`config.mk`:
```
export PLATFORM = sky130hd
export DESIGN_NAME = seg7_scan_controller_flat
export DESIGN_NICKNAME = d
export VERILOG_FILES = /design/src/rtl/seg7_pkg.sv /design/src/rtl/seg7_scan_controller_if.sv /design/src/rtl/hex_to_seg7.sv /design/src/rtl/seg7_scan_controller.sv /design/src/flat_wrapper.sv
export SDC_FILE = /design/constraint.sdc
export NUM_CORES = 1
export LEC_CHECK = 0
export CORE_MARGIN = 3
export CORE_UTILIZATION = 45
export DETAILED_ROUTE_END_ITERATION = 16
export PLACE_DENSITY = 0.76
export SYNTH_ARGS = -nofsm -noshare
export SYNTH_HDL_FRONTEND = slang
export SYNTH_SLANG_ARGS = --single-unit
```
`constraint.sdc`:
```
create_clock -name clk -period 6.02 [get_ports clk]
set_input_delay 1.806 -clock clk [delete_from_list [all_inputs] [get_ports clk]]
set_output_delay 1.806 -clock clk [all_outputs]
set_load 0.01 [all_outputs]
```
`src/rtl/seg7_pkg.sv`:
```
// rtl/seg7_pkg.sv - shared constants, state type and hex decode table for 7-segment display users
// Contents: SEG_BLANK / AN_OFF idle codes, scan FSM state type, hex_to_seg() decode helper.
package seg7_pkg;

    localparam logic [6:0] SEG_BLANK = 7'h7F;
    localparam logic [3:0] AN_OFF    = 4'hF;

    typedef enum logic {
        ST_BLANK,
        ST_ON
    } state_e;

    // Active-low {g,f,e,d,c,b,a}, indexed by nibble value.
    localparam logic [6:0] SEG_TABLE [16] = '{
        7'h40, 7'h79, 7'h24, 7'h30, 7'h19, 7'h12, 7'h02, 7'h78,
        7'h00, 7'h10, 7'h08, 7'h03, 7'h46, 7'h21, 7'h06, 7'h0E
    };

    function automatic logic [6:0] hex_to_seg(input logic [3:0] hex);
        return SEG_TABLE[hex];
    endfunction

endpackage

```
`src/rtl/seg7_scan_controller_if.sv`:
```
// rtl/seg7_scan_controller_if.sv - write port and display pins of the 7-segment scan controller
// Signals: wr_en/wr_addr/wr_data/wr_dp (digit register write), digit_en (per-digit enable),
//          seg/dp/an (active-low display pins), frame_done (end-of-frame pulse).
// Modports: master = upstream writer / board side, slave = scan controller.
interface seg7_scan_controller_if;

    logic       wr_en;
    logic [1:0] wr_addr;
    logic [3:0] wr_data;
    logic       wr_dp;
    logic [3:0] digit_en;
    logic [6:0] seg;
    logic       dp;
    logic [3:0] an;
    logic       frame_done;

    modport master (
        output wr_en, wr_addr, wr_data, wr_dp, digit_en,
        input  seg, dp, an, frame_done
    );

    modport slave (
        input  wr_en, wr_addr, wr_data, wr_dp, digit_en,
        output seg, dp, an, frame_done
    );

endinterface

```
`src/rtl/hex_to_seg7.sv`:
```
// rtl/hex_to_seg7.sv - combinational hex nibble to active-low 7-segment decoder
// Ports: hex_i [3:0] nibble in, seg_o [6:0] active-low {g,f,e,d,c,b,a} out.
module hex_to_seg7
    import seg7_pkg::*;
(
    input  logic [3:0] hex_i,
    output logic [6:0] seg_o
);

    assign seg_o = hex_to_seg(hex_i);

endmodule

```
`src/rtl/seg7_scan_controller.sv`:
```
// rtl/seg7_scan_controller.sv - 4-digit multiplexed 7-segment scan controller with inter-digit blanking
// Ports: clk, rst (sync, active-high), disp (seg7_scan_controller_if.slave):
//        write port into the 4-entry digit register file, digit_en, registered seg/dp/an pins, frame_done.
module seg7_scan_controller
    import seg7_pkg::*;
#(
    parameter int ON_CYCLES    = 100000,
    parameter int BLANK_CYCLES = 1000
) (
    input  logic                  clk,
    input  logic                  rst,
    seg7_scan_controller_if.slave disp
);

    // A zero-length blank phase would let the previous digit's anode overlap the next.
    localparam int BLANK_EFF = (BLANK_CYCLES < 1) ? 1 : BLANK_CYCLES;
    localparam int MAX_LEN   = (ON_CYCLES > BLANK_EFF) ? ON_CYCLES : BLANK_EFF;
    localparam int CW        = $clog2(MAX_LEN + 1);

    localparam logic [CW-1:0] ON_LAST    = CW'(ON_CYCLES - 1);
    localparam logic [CW-1:0] BLANK_LAST = CW'(BLANK_EFF - 1);

    state_e          state_q, state_d;
    logic [CW-1:0]   cnt_q, cnt_d;
    logic [1:0]      idx_q, idx_d;
    logic [3:0][3:0] nib_q;
    logic [3:0]      dpen_q;
    logic [6:0]      seg_q, seg_d;
    logic            dp_q, dp_d;
    logic [3:0]      an_q, an_d;
    logic            fd_q, fd_d;

    logic            phase_last;
    logic            bypass;
    logic [3:0]      lat_nib;
    logic            lat_dp;
    logic [6:0]      lat_seg;

    assign phase_last = (state_q == ST_BLANK) ? (cnt_q == BLANK_LAST) : (cnt_q == ON_LAST);

    // A write landing on the digit being latched is forwarded so the new value shows immediately.
    assign bypass  = disp.wr_en && (disp.wr_addr == idx_q);
    assign lat_nib = bypass ? disp.wr_data : nib_q[idx_q];
    assign lat_dp  = bypass ? disp.wr_dp   : dpen_q[idx_q];

    hex_to_seg7 u_dec (
        .hex_i (lat_nib),
        .seg_o (lat_seg)
    );

    // Output registers are loaded from the next-state view so the pins change on the
    // same edge as the FSM, keeping an/seg aligned with the phase boundaries.
    always_comb begin
        state_d = state_q;
        cnt_d   = cnt_q + 1'b1;
        idx_d   = idx_q;
        seg_d   = SEG_BLANK;
        dp_d    = 1'b1;
        an_d    = AN_OFF;
        fd_d    = 1'b0;

        case (state_q)
            ST_BLANK: begin
                if (phase_last) begin
                    state_d = ST_ON;
                    cnt_d   = '0;
                    seg_d   = lat_seg;
                    dp_d    = ~lat_dp;
                end
            end
            ST_ON: begin
                if (phase_last) begin
                    state_d = ST_BLANK;
                    cnt_d   = '0;
                    idx_d   = idx_q + 2'd1;
                    fd_d    = (idx_q == 2'd3);
                end else begin
                    // Hold the latched word so writes to the lit digit cannot tear it.
                    seg_d = seg_q;
                    dp_d  = dp_q;
                end
            end
            default: begin
                state_d = ST_BLANK;
                cnt_d   = '0;
            end
        endcase

        // idx only advances when leaving ON, so idx_q is the lit slot whenever state_d is ON.
        if ((state_d == ST_ON) && disp.digit_en[idx_q]) begin
            an_d = ~(4'b0001 << idx_q);
        end
    end

    always_ff @(posedge clk) begin
        if (rst) begin
            state_q <= ST_BLANK;
            cnt_q   <= '0;
            idx_q   <= '0;
            nib_q   <= '0;
            dpen_q  <= '0;
            seg_q   <= SEG_BLANK;
            dp_q    <= 1'b1;
            an_q    <= AN_OFF;
            fd_q    <= 1'b0;
        end else begin
            state_q <= state_d;
            cnt_q   <= cnt_d;
            idx_q   <= idx_d;
            seg_q   <= seg_d;
            dp_q    <= dp_d;
            an_q    <= an_d;
            fd_q    <= fd_d;
            if (disp.wr_en) begin
                nib_q[disp.wr_addr]  <= disp.wr_data;
                dpen_q[disp.wr_addr] <= disp.wr_dp;
            end
        end
    end

    assign disp.seg        = seg_q;
    assign disp.dp         = dp_q;
    assign disp.an         = an_q;
    assign disp.frame_done = fd_q;

endmodule
```
`src/flat_wrapper.sv`:
```
// flat-port wrapper written by rule: the top's interface ports become plain ports
module seg7_scan_controller_flat import seg7_pkg::*;
#(
    parameter int ON_CYCLES    = 100000,
    parameter int BLANK_CYCLES = 1000
)
  (clk, rst, disp_wr_en, disp_wr_addr, disp_wr_data, disp_wr_dp, disp_digit_en, disp_seg, disp_dp, disp_an, disp_frame_done);
  seg7_scan_controller_if disp_i ();
  input  logic clk;
  input  logic rst;
  input wire logic [$bits(disp_i.wr_en)-1:0] disp_wr_en;
  input wire logic [$bits(disp_i.wr_addr)-1:0] disp_wr_addr;
  input wire logic [$bits(disp_i.wr_data)-1:0] disp_wr_data;
  input wire logic [$bits(disp_i.wr_dp)-1:0] disp_wr_dp;
  input wire logic [$bits(disp_i.digit_en)-1:0] disp_digit_en;
  output wire logic [$bits(disp_i.seg)-1:0] disp_seg;
  output wire logic [$bits(disp_i.dp)-1:0] disp_dp;
  output wire logic [$bits(disp_i.an)-1:0] disp_an;
  output wire logic [$bits(disp_i.frame_done)-1:0] disp_frame_done;
  assign disp_i.wr_en = disp_wr_en;
  assign disp_i.wr_addr = disp_wr_addr;
  assign disp_i.wr_data = disp_wr_data;
  assign disp_i.wr_dp = disp_wr_dp;
  assign disp_i.digit_en = disp_digit_en;
  assign disp_seg = disp_i.seg;
  assign disp_dp = disp_i.dp;
  assign disp_an = disp_i.an;
  assign disp_frame_done = disp_i.frame_done;
  seg7_scan_controller #(.ON_CYCLES(ON_CYCLES), .BLANK_CYCLES(BLANK_CYCLES)) u_core (.clk(clk), .rst(rst), .disp(disp_i));
endmodule
```
==> impl_metrics.env <==
export IMPL_cts_tree="yes"
export IMPL_ir_worst_vdd_v=0.000123
export IMPL_yosysUniqueCellTypes=53
export IMPL_power_internal_mw=0.476
export IMPL_worst_pin_slew_ns=1.10
export IMPL_synth_seq_area_share_pct=38.7
export IMPL_hold_violations=0
export IMPL_cts_root_buf="clkbuf_8"
export IMPL_diodes=0
export IMPL_setup_viol=0
export IMPL_overflow=0
export IMPL_fin_cells=373
export IMPL_outcome="complete, no violations"
export IMPL_routed_via_count=2035
export IMPL_finalNetCount=327
export IMPL_grt_max_degree=31
export IMPL_syn_nets=306
export IMPL_postSynthCellCount=279
export IMPL_p_switching_mw=0.152
export IMPL_max_freq_mhz=249
export IMPL_holdWs_ns=0.473
export IMPL_worstPathArrival_ns=4.22
export IMPL_path_max_fanout=7
export IMPL_antenna_found_initial=0
export IMPL_drtIter0Drc=100
export IMPL_syn_to_final_growth_pct=13.3
export IMPL_crit_chain="clkdlybuf4s50_1 > xor2_4 > or3_4 > mux2_4 > inv_1 > ha_1 > inv_1 > o31ai_1 > a221o_1"
export IMPL_drc=0
export IMPL_skew_ns=0.00836
export IMPL_power_density_nw_per_um2=202
export IMPL_cts_resized=0
export IMPL_yosysWarnings=0
export IMPL_slowest_delay_ns=0.54
export IMPL_gr_usage_all_layers_pct=14.7
export IMPL_wl_mm=5.13
export IMPL_fin_crit_ns=4.01
export IMPL_p_comb_share_pct=8.9
export IMPL_critical_path_required_ns=6.22
export IMPL_syn_area_um2=2750
export IMPL_slew_headroom_pct=26.3
export IMPL_synthFlopType="dfxtp_1"
export IMPL_multiInputGateArea_um2=1560
export IMPL_synth_edf_count=0
export IMPL_initial_core_util_pct=48.1
export IMPL_core_area_um2=5710
export IMPL_criticalPathCategory="input port to register"
export IMPL_ctsHoldBuffers=0
export IMPL_maxCapViolations=0
export IMPL_clkPwrFrac_pct=33.6
export IMPL_cts_buffers=5
export IMPL_io_buffers=26
export IMPL_avgSynthCellArea_um2=9.84
export IMPL_finalWeightedCongestion=0.909
export IMPL_seqCellArea_um2=1060
export IMPL_fin_crit_sh_pct=66.7
export IMPL_setup_ws_ns=2.01
export IMPL_end_kind="register"
export IMPL_p_sw_share_pct=24.1
export IMPL_pre_cts_slack_ns=1.68
export IMPL_ys_seq_elements=53
export IMPL_p_leak_nw=1.25
export IMPL_io_pins=27
export IMPL_layout_drive_gt1_share_pct=7.64
export IMPL_grt_pass1_wl_mm=8.72
export IMPL_seqPwrFrac_pct=57.4
export IMPL_rows=27
export IMPL_final_antenna_net_count=0
export IMPL_dr_pass1_iters=4
export IMPL_place_detailed_hpwl_mm=3.81
export IMPL_ys_async_sr_fraction_pct=0
export IMPL_die_h_um=84.1
export IMPL_cp_slowest_cell="clkdlybuf4s50_1"
export IMPL_cp_common_cell="inv_1"
export IMPL_slew_viol_final=0
export IMPL_critPathTopFamily="buffers and inverters"
export IMPL_min_path_type="register to register"
export IMPL_postCtsSetupBuffers=0
export IMPL_insertion_delay_ns=0.31
export IMPL_grt_pass1_vias=1906
export IMPL_routed_via_density=5.46
export IMPL_dieArea_um2=7070
export IMPL_post_place_cells=365
export IMPL_start_kind="input port"
export IMPL_die_w_um=84.1
export IMPL_grt_setup_unrepaired="no"
export IMPL_fill_cells=524
export IMPL_cts_path_max_buffers=2
export IMPL_clkTransAtPathRegs_ns=0.10
export IMPL_setup_tns_ns=0
export IMPL_drt_wirelength_per_cell_um=13.7
export IMPL_cts_sinks=53
export IMPL_htree_num_levels=2
export IMPL_cp_buffers_inverters=3
-- final cells by class --
| type | instances | share of cell area [%] |
|---|---|---|
| multi-input cells | 203 | 50.2 |
| flip-flops and latches | 53 | 34.1 |
| repair buffers | 26 | 8.37 |
| well taps | 72 | 2.90 |
| clock buffers | 6 | 2.65 |
| inverters | 11 | 1.33 |
| clock inverters | 2 | 0.442 |
-- synth_stat cells, types with 2 or more instances --
cell type | n | share of area (%)
mux4_1 | 5 | 4.8
ha_1 | 13 | 5.9
dfxtp_1 | 53 | 39
o221ai_1 | 2 | 0.64
xnor2_1 | 6 | 1.9
and3_1 | 4 | 0.91
nor3_1 | 7 | 1.3
o31a_2 | 2 | 0.73
nor2_1 | 41 | 5.6
or3_1 | 3 | 0.68
mux2_4 | 2 | 1.1
buf_6 | 4 | 1.6
mux2i_1 | 23 | 8.4
a21oi_1 | 3 | 0.55
nor4bb_1 | 2 | 0.73
inv_1 | 11 | 1.5
nor4_1 | 4 | 0.91
nand3_1 | 11 | 2.0
nand2_1 | 13 | 1.8
xor2_1 | 8 | 2.6
nand4_1 | 3 | 0.68
clkbuf_1 | 5 | 0.68
nor2b_1 | 4 | 0.91
buf_2 | 2 | 0.36
nand2b_1 | 4 | 0.91
a221o_1 | 4 | 1.5
mux2_2 | 2 | 0.82
or2_2 | 2 | 0.46
nand3b_1 | 2 | 0.55
o21ai_0 | 7 | 1.3
and2_1 | 3 | 0.68
o31ai_1 | 3 | 0.82
-- cell families after synthesis --
family	Yosys count	share of synthesized area [%]
AND/OR/NAND/NOR	111	20.7
buffers and inverters	23	4.47
flip-flops	53	38.7
adder cells (fa/ha/maj)	13	5.93
XOR/XNOR	16	6.06
multiplexers	33	15.9
AO/OA/AOI/OAI	30	8.25
-- worst paths after layout --
| check | startpoint | end | slack, ns | cells after the start |
|---|---|---|---|---|
| setup / recovery | disp_wr_addr[0] | u_core.disp.seg[1]$_SDFFE_PP1P_ | 2.01 | 9 |
| hold / removal | u_core.cnt_q[0]$_SDFF_PP0_ | u_core.cnt_q[0]$_SDFF_PP0_ | 0.47 | 1 |
| setup reg to reg | u_core.cnt_q[0]$_SDFF_PP0_ | u_core.disp.seg[5]$_SDFFE_PP1P_ | 2.87 | 10 |
| hold reg to reg | u_core.cnt_q[0]$_SDFF_PP0_ | u_core.cnt_q[0]$_SDFF_PP0_ | 0.47 | 1 |
-- layer usage --
| layer | part of all wire (%) | track usage [%] | vias up |
|---|---|---|---|
| li1 | - | - | 1032 |
| met3 | 4.6 | 3.65 | 5 |
| met4 | 0.99 | 3.95 | 0 |
| met2 | 47 | 25.0 | 39 |
| met1 | 47 | 18.6 | 959 |
| met5 | 0 | 0 | - |
-- placed cells by master (no fill, tap or decap), types with 5 or more instances in the layout --
cell	Yosys	final
clkbuf_8	0	6
clkdlybuf4s50_1	0	26
dfxtp_1	53	53
ha_1	13	13
inv_1	11	11
mux2i_1	23	23
mux4_1	5	5
nand2_1	13	13
nand3_1	11	11
nor2_1	41	41
nor3_1	7	7
o21ai_0	7	7
xnor2_1	6	6
xor2_1	8	8
-- state kept, by name (all words and copies together) (netlist names) --
| register | count |
|---|---|
| u_core.cnt_q | 17 |
| u_core.disp.an | 4 |
| u_core.disp.dp | 1 |
| u_core.disp.frame_done | 1 |
| u_core.disp.seg | 7 |
| u_core.dpen_q | 4 |
| u_core.idx_q | 2 |
| u_core.nib_q | 16 |
| u_core.state_q | 1 |
-- stage by stage --
step / utilization (%) / instance area (um2) / power [mW]
6_report: 54.5 / 3110 / 0.628
5_1_grt: 54.5 / 3110 / 0.652
4_1_cts: 54.5 / 3110 / 0.634
3_5_place_dp: 52.8 / 3010 / 0.424
3_3_place_gp: 52.8 / 3010 / 0.423
2_1_floorplan: - / 2750 / 0.408
-- power by group through the flow --
stage	sequential [mW]	clock, mW	combinational, mW
global placement	0.368	0	0.0548
floorplan	0.367	0	0.0406
global route	0.362	0.229	0.0619
finish	0.361	0.211	0.0561
CTS	0.361	0.217	0.0562
detailed placement	0.369	0	0.0557
-- worst register-to-register path, delay by kind of cell (launching register included) --
| kind | cells | cell delay, ns |
|---|---|---|
| AOI/OAI and AO/OA | 2 | 0.55 |
| adders and majority gates | 2 | 0.57 |
| buffers and inverters | 1 | 0.10 |
| DFF | 1 | 0.38 |
| and+or+nand+nor | 5 | 1.46 |
Note: power is estimated with default switching activity, not from simulation.
